## config.mk

```make
export PLATFORM = sky130hd
export DESIGN_NAME = imem_fetch_ctrl
export DESIGN_NICKNAME = d
export VERILOG_FILES = /design/src/rtl/imem_fetch_ctrl.sv
export SDC_FILE = /design/constraint.sdc
export NUM_CORES = 1
export LEC_CHECK = 0
export CELL_PAD_IN_SITES_DETAIL_PLACEMENT = 1
export CELL_PAD_IN_SITES_GLOBAL_PLACEMENT = 2
export CORE_ASPECT_RATIO = 1.1
export CORE_MARGIN = 2
export CORE_UTILIZATION = 26
export CTS_BUF_LIST = sky130_fd_sc_hd__clkbuf_8 sky130_fd_sc_hd__clkbuf_16
export DETAILED_ROUTE_END_ITERATION = 7
export GPL_TIMING_DRIVEN = 0
export PLACE_DENSITY = 0.84
export SYNTH_ARGS = -nofsm -noshare
export SYNTH_HDL_FRONTEND = slang
export SYNTH_SLANG_ARGS = --single-unit
```

## constraint.sdc

```tcl
create_clock -name clk -period 2.4 [get_ports clk]
set_input_delay 0.48 -clock clk [delete_from_list [all_inputs] [get_ports clk]]
set_output_delay 0.48 -clock clk [all_outputs]
set_load 0.01 [all_outputs]
```

## src/rtl/imem_fetch_ctrl.sv

```systemverilog
// rtl/imem_fetch_ctrl.sv - instruction-fetch sequencer in front of a combinational imem
//
// Owns the program counter, drives the imem address from it, and registers each
// fetched word into a single output stage toward decode with a valid/ready
// handshake. Handles start, branch/jump redirect, and halt-word detection.
//
// Ports:
//   clk, reset_n                  clock (rising edge), asynchronous active-low reset
//   start, start_addr             one-cycle pulse in IDLE; begin fetching at start_addr
//   redirect_valid, redirect_addr branch/jump taken; reload pc (RUN or HALT)
//   imem_addr, imem_rdata         imem address (= pc register) and its combinational data
//   out_valid, out_ready          output handshake toward decode
//   out_instr, out_pc             held instruction and the address it came from
//   busy, halted                  state == RUN, state == HALT
//   perf_fetch_count,             (FETCH_PERF_EN only) saturating count of captures
//   perf_stall_count              (FETCH_PERF_EN only) saturating count of RUN stall cycles
//
// Optional feature macro: FETCH_PERF_EN

module imem_fetch_ctrl #(
    parameter int             N         = 16,
    parameter int             R         = 6,
    parameter logic [N-1:0]   HALT_WORD = 16'hFFFF
) (
    input  logic          clk,
    input  logic          reset_n,
    input  logic          start,
    input  logic [R-1:0]  start_addr,
    input  logic          redirect_valid,
    input  logic [R-1:0]  redirect_addr,
    output logic [R-1:0]  imem_addr,
    input  logic [N-1:0]  imem_rdata,
    output logic          out_valid,
    input  logic          out_ready,
    output logic [N-1:0]  out_instr,
    output logic [R-1:0]  out_pc,
    output logic          busy,
    output logic          halted
`ifdef FETCH_PERF_EN
    ,
    output logic [15:0]   perf_fetch_count,
    output logic [15:0]   perf_stall_count
`endif
);

    typedef enum logic [1:0] {
        ST_IDLE = 2'd0,
        ST_RUN  = 2'd1,
        ST_HALT = 2'd2
    } state_t;

    state_t         state_q, state_d;
    logic [R-1:0]   pc_q, pc_d;
    logic           out_valid_q, out_valid_d;
    logic [N-1:0]   out_instr_q, out_instr_d;
    logic [R-1:0]   out_pc_q, out_pc_d;

    logic           fire;
    logic           cap;
    logic           start_acc;
    logic           stall;

    assign fire      = out_valid_q & out_ready;
    // Capture only when the output stage is free or being drained this cycle,
    // and never in a cycle whose fetch address is about to be abandoned.
    assign cap       = (state_q == ST_RUN) & ~redirect_valid & (~out_valid_q | out_ready);
    assign start_acc = (state_q == ST_IDLE) & start;
    assign stall     = (state_q == ST_RUN) & out_valid_q & ~out_ready;

    always_comb begin
        state_d     = state_q;
        pc_d        = pc_q;
        out_valid_d = out_valid_q;
        out_instr_d = out_instr_q;
        out_pc_d    = out_pc_q;

        case (state_q)
            ST_IDLE: begin
                // redirect_valid is deliberately not looked at here: start wins.
                if (start) begin
                    pc_d    = start_addr;
                    state_d = ST_RUN;
                end
            end
            ST_RUN: begin
                if (redirect_valid) begin
                    // The held instruction is on the wrong path; drop it even if
                    // decode is accepting it this cycle.
                    pc_d        = redirect_addr;
                    out_valid_d = 1'b0;
                end else if (cap) begin
                    out_instr_d = imem_rdata;
                    out_pc_d    = pc_q;
                    out_valid_d = 1'b1;
                    if (imem_rdata == HALT_WORD) begin
                        state_d = ST_HALT;
                    end else begin
                        pc_d = pc_q + R'(1);
                    end
                end
            end
            ST_HALT: begin
                if (redirect_valid) begin
                    pc_d        = redirect_addr;
                    out_valid_d = 1'b0;
                    state_d     = ST_RUN;
                end else if (fire) begin
                    out_valid_d = 1'b0;
                end
            end
            default: begin
                state_d     = ST_IDLE;
                out_valid_d = 1'b0;
            end
        endcase
    end

    always_ff @(posedge clk or negedge reset_n) begin
        if (!reset_n) begin
            state_q     <= ST_IDLE;
            pc_q        <= '0;
            out_valid_q <= 1'b0;
            out_instr_q <= '0;
            out_pc_q    <= '0;
        end else begin
            state_q     <= state_d;
            pc_q        <= pc_d;
            out_valid_q <= out_valid_d;
            out_instr_q <= out_instr_d;
            out_pc_q    <= out_pc_d;
        end
    end

    assign imem_addr = pc_q;
    assign out_valid = out_valid_q;
    assign out_instr = out_instr_q;
    assign out_pc    = out_pc_q;
    assign busy      = (state_q == ST_RUN);
    assign halted    = (state_q == ST_HALT);

`ifdef FETCH_PERF_EN
    logic [15:0] perf_fetch_q, perf_fetch_d;
    logic [15:0] perf_stall_q, perf_stall_d;

    always_comb begin
        perf_fetch_d = perf_fetch_q;
        perf_stall_d = perf_stall_q;
        if (start_acc) begin
            perf_fetch_d = '0;
            perf_stall_d = '0;
        end else begin
            if (cap && perf_fetch_q != 16'hFFFF) begin
                perf_fetch_d = perf_fetch_q + 16'd1;
            end
            if (stall && perf_stall_q != 16'hFFFF) begin
                perf_stall_d = perf_stall_q + 16'd1;
            end
        end
    end

    always_ff @(posedge clk or negedge reset_n) begin
        if (!reset_n) begin
            perf_fetch_q <= '0;
            perf_stall_q <= '0;
        end else begin
            perf_fetch_q <= perf_fetch_d;
            perf_stall_q <= perf_stall_d;
        end
    end

    assign perf_fetch_count = perf_fetch_q;
    assign perf_stall_count = perf_stall_q;
`else
    // Without the counters these terms have no consumer.
    logic unused_perf;
    assign unused_perf = start_acc ^ stall;
`endif

endmodule

```

Word-level counts from Yosys, hierarchy flattened
Index checks and enable logic that the tools add are counted.
Widths: inputs -> output; s select.
Operators by class
  bitwise gates (word level): 7
  mux-type cells: 17
  equal/unequal tests: 11
  reductions and logical operators: 6
  $add $sub $neg: 1
Operators by type and width (count)
  $mux 6: 5
  $pmux 6 s3: 1
  $eq 16x16->1 const B: 1
  $mux 2: 5
  $reduce_and 5->1: 2
  $add 6x1->6 const B: 1
  $ne 2x2->1 const B: 3
  $ne 3x2->1 const B: 2
  $pmux 2 s3: 1
  $reduce_and 3->1: 2
  $mux 1: 4
  $ne 2x1->1 const B: 2
  $and 1x1->1: 3
  $ne 3x3->1 const B: 1
  $not 1->1: 3
  $pmux 1 s3: 1
  $reduce_bool 3->1: 1
  $eq 2x1->1 const B: 1
  $eq 2x2->1 const B: 1
  $logic_not 2->1: 1
  $or 1x1->1: 1
Word-level totals
  word-level logic and storage cells: 47
  output and inout bits: 31
  bits in registers: 31
  input bits: 33

Depth between registers and ports, before layout
  depth after elaboration: 6
  mapped depth: 8

Worst setup path before layout
No wires, ideal clock.
  path type: register to register
  from: reg state_q[0]
  to: reg pc_q[3], in the netlist imem_addr[3]
  arrival: 1.735 ns
  stages on the path, launching flop included: 7
  setup slack: 0.540 ns
  path buffers: 0
  data required time: 2.275 ns
  cells stage by stage: dfrtp_1 inv_1 ha_1 inv_1 o22ai_1 a211oi_4 mux2_4
Between the ends
  elaborated cells on any way between the ends: 12
  those cells by class: eq/ne (6); mux (1); bitwise (2); reduce/logical (3)
RTL lines
  from (decl): RTL line 52  | state_t state_q, state_d;
  from (signal assigned): RTL line 126  | state_q <= state_d;
  $eq 2x2->1 *
  named net halted: RTL line 38  | output logic halted
  $ne 2x2->1 (no source line) / $reduce_bool 3->1 (equally long branches)
  $reduce_and 5->1 (no source line)
  to (signal assigned): RTL line 127  | pc_q <= pc_d;
  to (decl): RTL line 53  | logic [R-1:0] pc_q, pc_d;
The timed path passes the listed nets; every way through them passes the cells marked *.
A chain may end at the register's enable or synchronous reset.

Final worst setup path
  from: reg state_q[0]
  to: out halted
Between the ends
  longest elaborated chain between the ends: 1
Ends and longest elaborated chain
  $eq 2x2->1: RTL line 139  | assign halted = (state_q == ST_HALT);
  to (decl): RTL line 38
No other way between the ends.

==> results.sh <==
export IMPL_fin_crit_sh=0.925
export IMPL_final_setup_viol_count=0
export IMPL_cts_hold_buf=0
export IMPL_yosysSeqAreaShare=0.479
export IMPL_area_growth_pct=49.8
export IMPL_worstSkewPairLatency_ns=0.27
export IMPL_r2r_end="imem_addr[2]"
export IMPL_cts_buffer_depth=2
export IMPL_yosys_area_top_type="dfrtp_1"
export IMPL_antenna_found_initial=0
export IMPL_mostFrequentLayoutCell="clkdlybuf4s50_1"
export IMPL_postCtsSetupRepairBufs=0
export IMPL_num_fill_cells=685
export IMPL_hold_path_class="input pin to async pin"
export IMPL_initial_core_util=0.266
export IMPL_drv_cap=0
export IMPL_synth_area_leaders="dfrtp_1, mux2_2, ha_1, mux2_4, mux2_1"
export IMPL_clkSlewWorstSetupHoldPaths_ns=0.06
export IMPL_critical_path_class="flip-flop to output port"
export IMPL_setup_tns_final_ns=0
export IMPL_nets=245
export IMPL_num_antenna_cells=0
export IMPL_grt_pass1_vias=1337
export IMPL_seqPwrFrac=0.314
export IMPL_syn_num_nets=175
export IMPL_slew_headroom=0.542
export IMPL_ys_warnings_count=0
export IMPL_ys_ff_latch=31
export IMPL_synth_ff_type="dfrtp_1"
export IMPL_final_cell_mix="clkdlybuf4s50_1, dfrtp_1, mux2_2, nand2_1, nor2_1"
export IMPL_critical_path_arrival_ns=1.74
export IMPL_routed_wl_um=4060
export IMPL_portBuffers=63
export IMPL_drive_gt1_frac=0.213
export IMPL_synthArstFlopShare=1.00
export IMPL_cp_end_kind="output port"
export IMPL_place_congestion=0.715
export IMPL_dpl_cell_area_um2=2350
export IMPL_dieArea_um2=6880
export IMPL_grt_max_degree=32
export IMPL_ir_drop_uv=435
export IMPL_internal_power_mw=2.04
export IMPL_rsz0062_at_grt="no"
export IMPL_comb_power_share=0.568
export IMPL_cts_root_buf="clkbuf_8"
export IMPL_grt_pass1_wl_um=6630
export IMPL_worstPathMaxFanout=8
export IMPL_wire_per_inst_um=14.1
export IMPL_die_x_um=79.3
export IMPL_core_um2=6080
export IMPL_synth_edf_count=0
export IMPL_outcome="completed"
export IMPL_firstDrtPassIters=3
export IMPL_final_cell_area_um2=2430
export IMPL_syn_area_um2=1620
export IMPL_synth_top_area_share=0.479
export IMPL_cts_buffers=5
export IMPL_switching_share=0.354
export IMPL_drt_iter0_markers=44
export IMPL_overflow=0
export IMPL_seqCellArea_um2=776
export IMPL_finalHoldViolCount=0
export IMPL_io_pins=64
export IMPL_htree_levels=2
export IMPL_fin_skew_ns=0.00387
export IMPL_crit_required_ns=1.92
export IMPL_avgSynthCellArea_um2=11.9
export IMPL_grt_use_total=0.127
export IMPL_max_freq_mhz=451
export IMPL_num_rows=30
export IMPL_post_cts_resized=0
export IMPL_power_leakage_nw=1.04
export IMPL_fin_crit_ns=2.22
export IMPL_slew_viol_final=0
export IMPL_syn_inst=136
export IMPL_die_h_um=86.8
export IMPL_multi_input_area_um2=806
export IMPL_vias_per_cell=4.55
export IMPL_ant_nets=0
export IMPL_reg2reg_slack_ns=0.30
export IMPL_p_switching_mw=1.12
export IMPL_clock_sinks=31
export IMPL_startpoint_type="flip-flop"
export IMPL_p_clk_frac=0.118
export IMPL_cts_tree="done"
export IMPL_num_vias=1306
export IMPL_worst_slew_pin_slew_ns=0.687
export IMPL_dp_hpwl_um=3200
export IMPL_power_density_nw_per_um2=1300
export IMPL_synth_cell_types=33
export IMPL_r2r_start="state_q[0]"
export IMPL_drc_errors=0
export IMPL_worstRegToRegCells=6
[sequential cells by signal, summed over array words and instances, names as in the netlist]
| name | cells |
|---|---|
| imem_addr | 6 |
| out_instr | 16 |
| out_pc | 6 |
| out_valid | 1 |
| state_q | 2 |
[layout make-up]
cell class / instances / area share
flip-flops and latches: 31 / 0.320
clock inverters: 3 / 0.00515
clock buffers: 5 / 0.0284
inverters: 4 / 0.00619
well taps: 80 / 0.0412
plain buffers: 5 / 0.00979
repair buffers: 63 / 0.258
multi-input cells: 96 / 0.332
[critical path: stages (launching register included)]
cell             delay, ns
dfrtp_1               0.44
inv_1                 0.10
ha_1                  0.33
clkdlybuf4s50_1       0.60
[power by group through the flow]
| stage | registers, mW | logic (mW) | clock network, mW |
|---|---|---|---|
| final | 0.995 | 1.80 | 0.373 |
| after detailed placement | 1.01 | 1.82 | 0 |
| after floorplan | 1.09 | 0.923 | 0 |
| after global routing | 1.04 | 1.95 | 0.427 |
| after CTS | 0.998 | 1.83 | 0.390 |
| after global placement | 0.998 | 1.78 | 0 |
[metrics by stage]
| stage | util | cells | hold WS (ns) | total power [mW] | setup slack (ns) |
|---|---|---|---|---|---|
| 3_3_place_gp | 0.387 | 279 | 0.474 | 2.78 | 0.110 |
| 4_1_cts | 0.399 | 287 | 0.267 | 3.21 | 0.158 |
| 5_1_grt | 0.399 | 287 | 0.287 | 3.42 | 0.0684 |
| 3_5_place_dp | 0.386 | 279 | 0.485 | 2.83 | 0.0956 |
| 6_report | 0.399 | 287 | 0.245 | 3.16 | 0.181 |
| 2_1_floorplan | - | 136 | 0.184 | 2.01 | 0.540 |
[synthesized netlist by cell type, types with 2 or more instances]
library cell	instances
buf_2	4
nand4_1	3
inv_1	4
a21oi_1	6
dfrtp_1	31
xor2_1	2
mux2_2	21
nand2_1	10
o21ai_0	4
ha_1	6
mux2_4	4
nor2_1	7
mux2_1	4
a22oi_1	3
nand2b_1	2
nand3_1	6
nor4_1	2
or2_2	2
[worst max path at each step]
stage / startpoint / to / slack, ns / depth (start not counted)
after floorplan: state_q[0] / imem_addr[3] / 0.54 / 6
after global placement: out_ready / imem_addr[0] / 0.11 / 5
after detailed placement: out_ready / imem_addr[2] / 0.1 / 5
after CTS: state_q[0] / halted / 0.16 / 3
after global routing: state_q[0] / halted / 0.07 / 3
final: state_q[0] / halted / 0.18 / 3
[cell families (layout without fill, tap and decap cells)]
logic type,after synthesis,after routing,share of synthesized area
AND/OR/NAND/NOR,35,35,0.110
AO/OA/AOI/OAI,23,23,0.114
multiplexers,29,29,0.211
adder cells (fa/ha/maj),6,6,0.0463
XOR/XNOR,3,3,0.0162
buffers and inverters,9,80,0.0239
flip-flops,31,31,0.479
[per-layer routing]
metal / track usage / vias to the layer above / part of all wire
met5: 0 / - / 0
met4: 0.0549 / 0 / 0.018
met3: 0.0333 / 6 / 0.039
met2: 0.205 / 31 / 0.49
met1: 0.162 / 643 / 0.46
li1: - / 626 / -
Note: power is estimated with default switching activity, not from simulation.
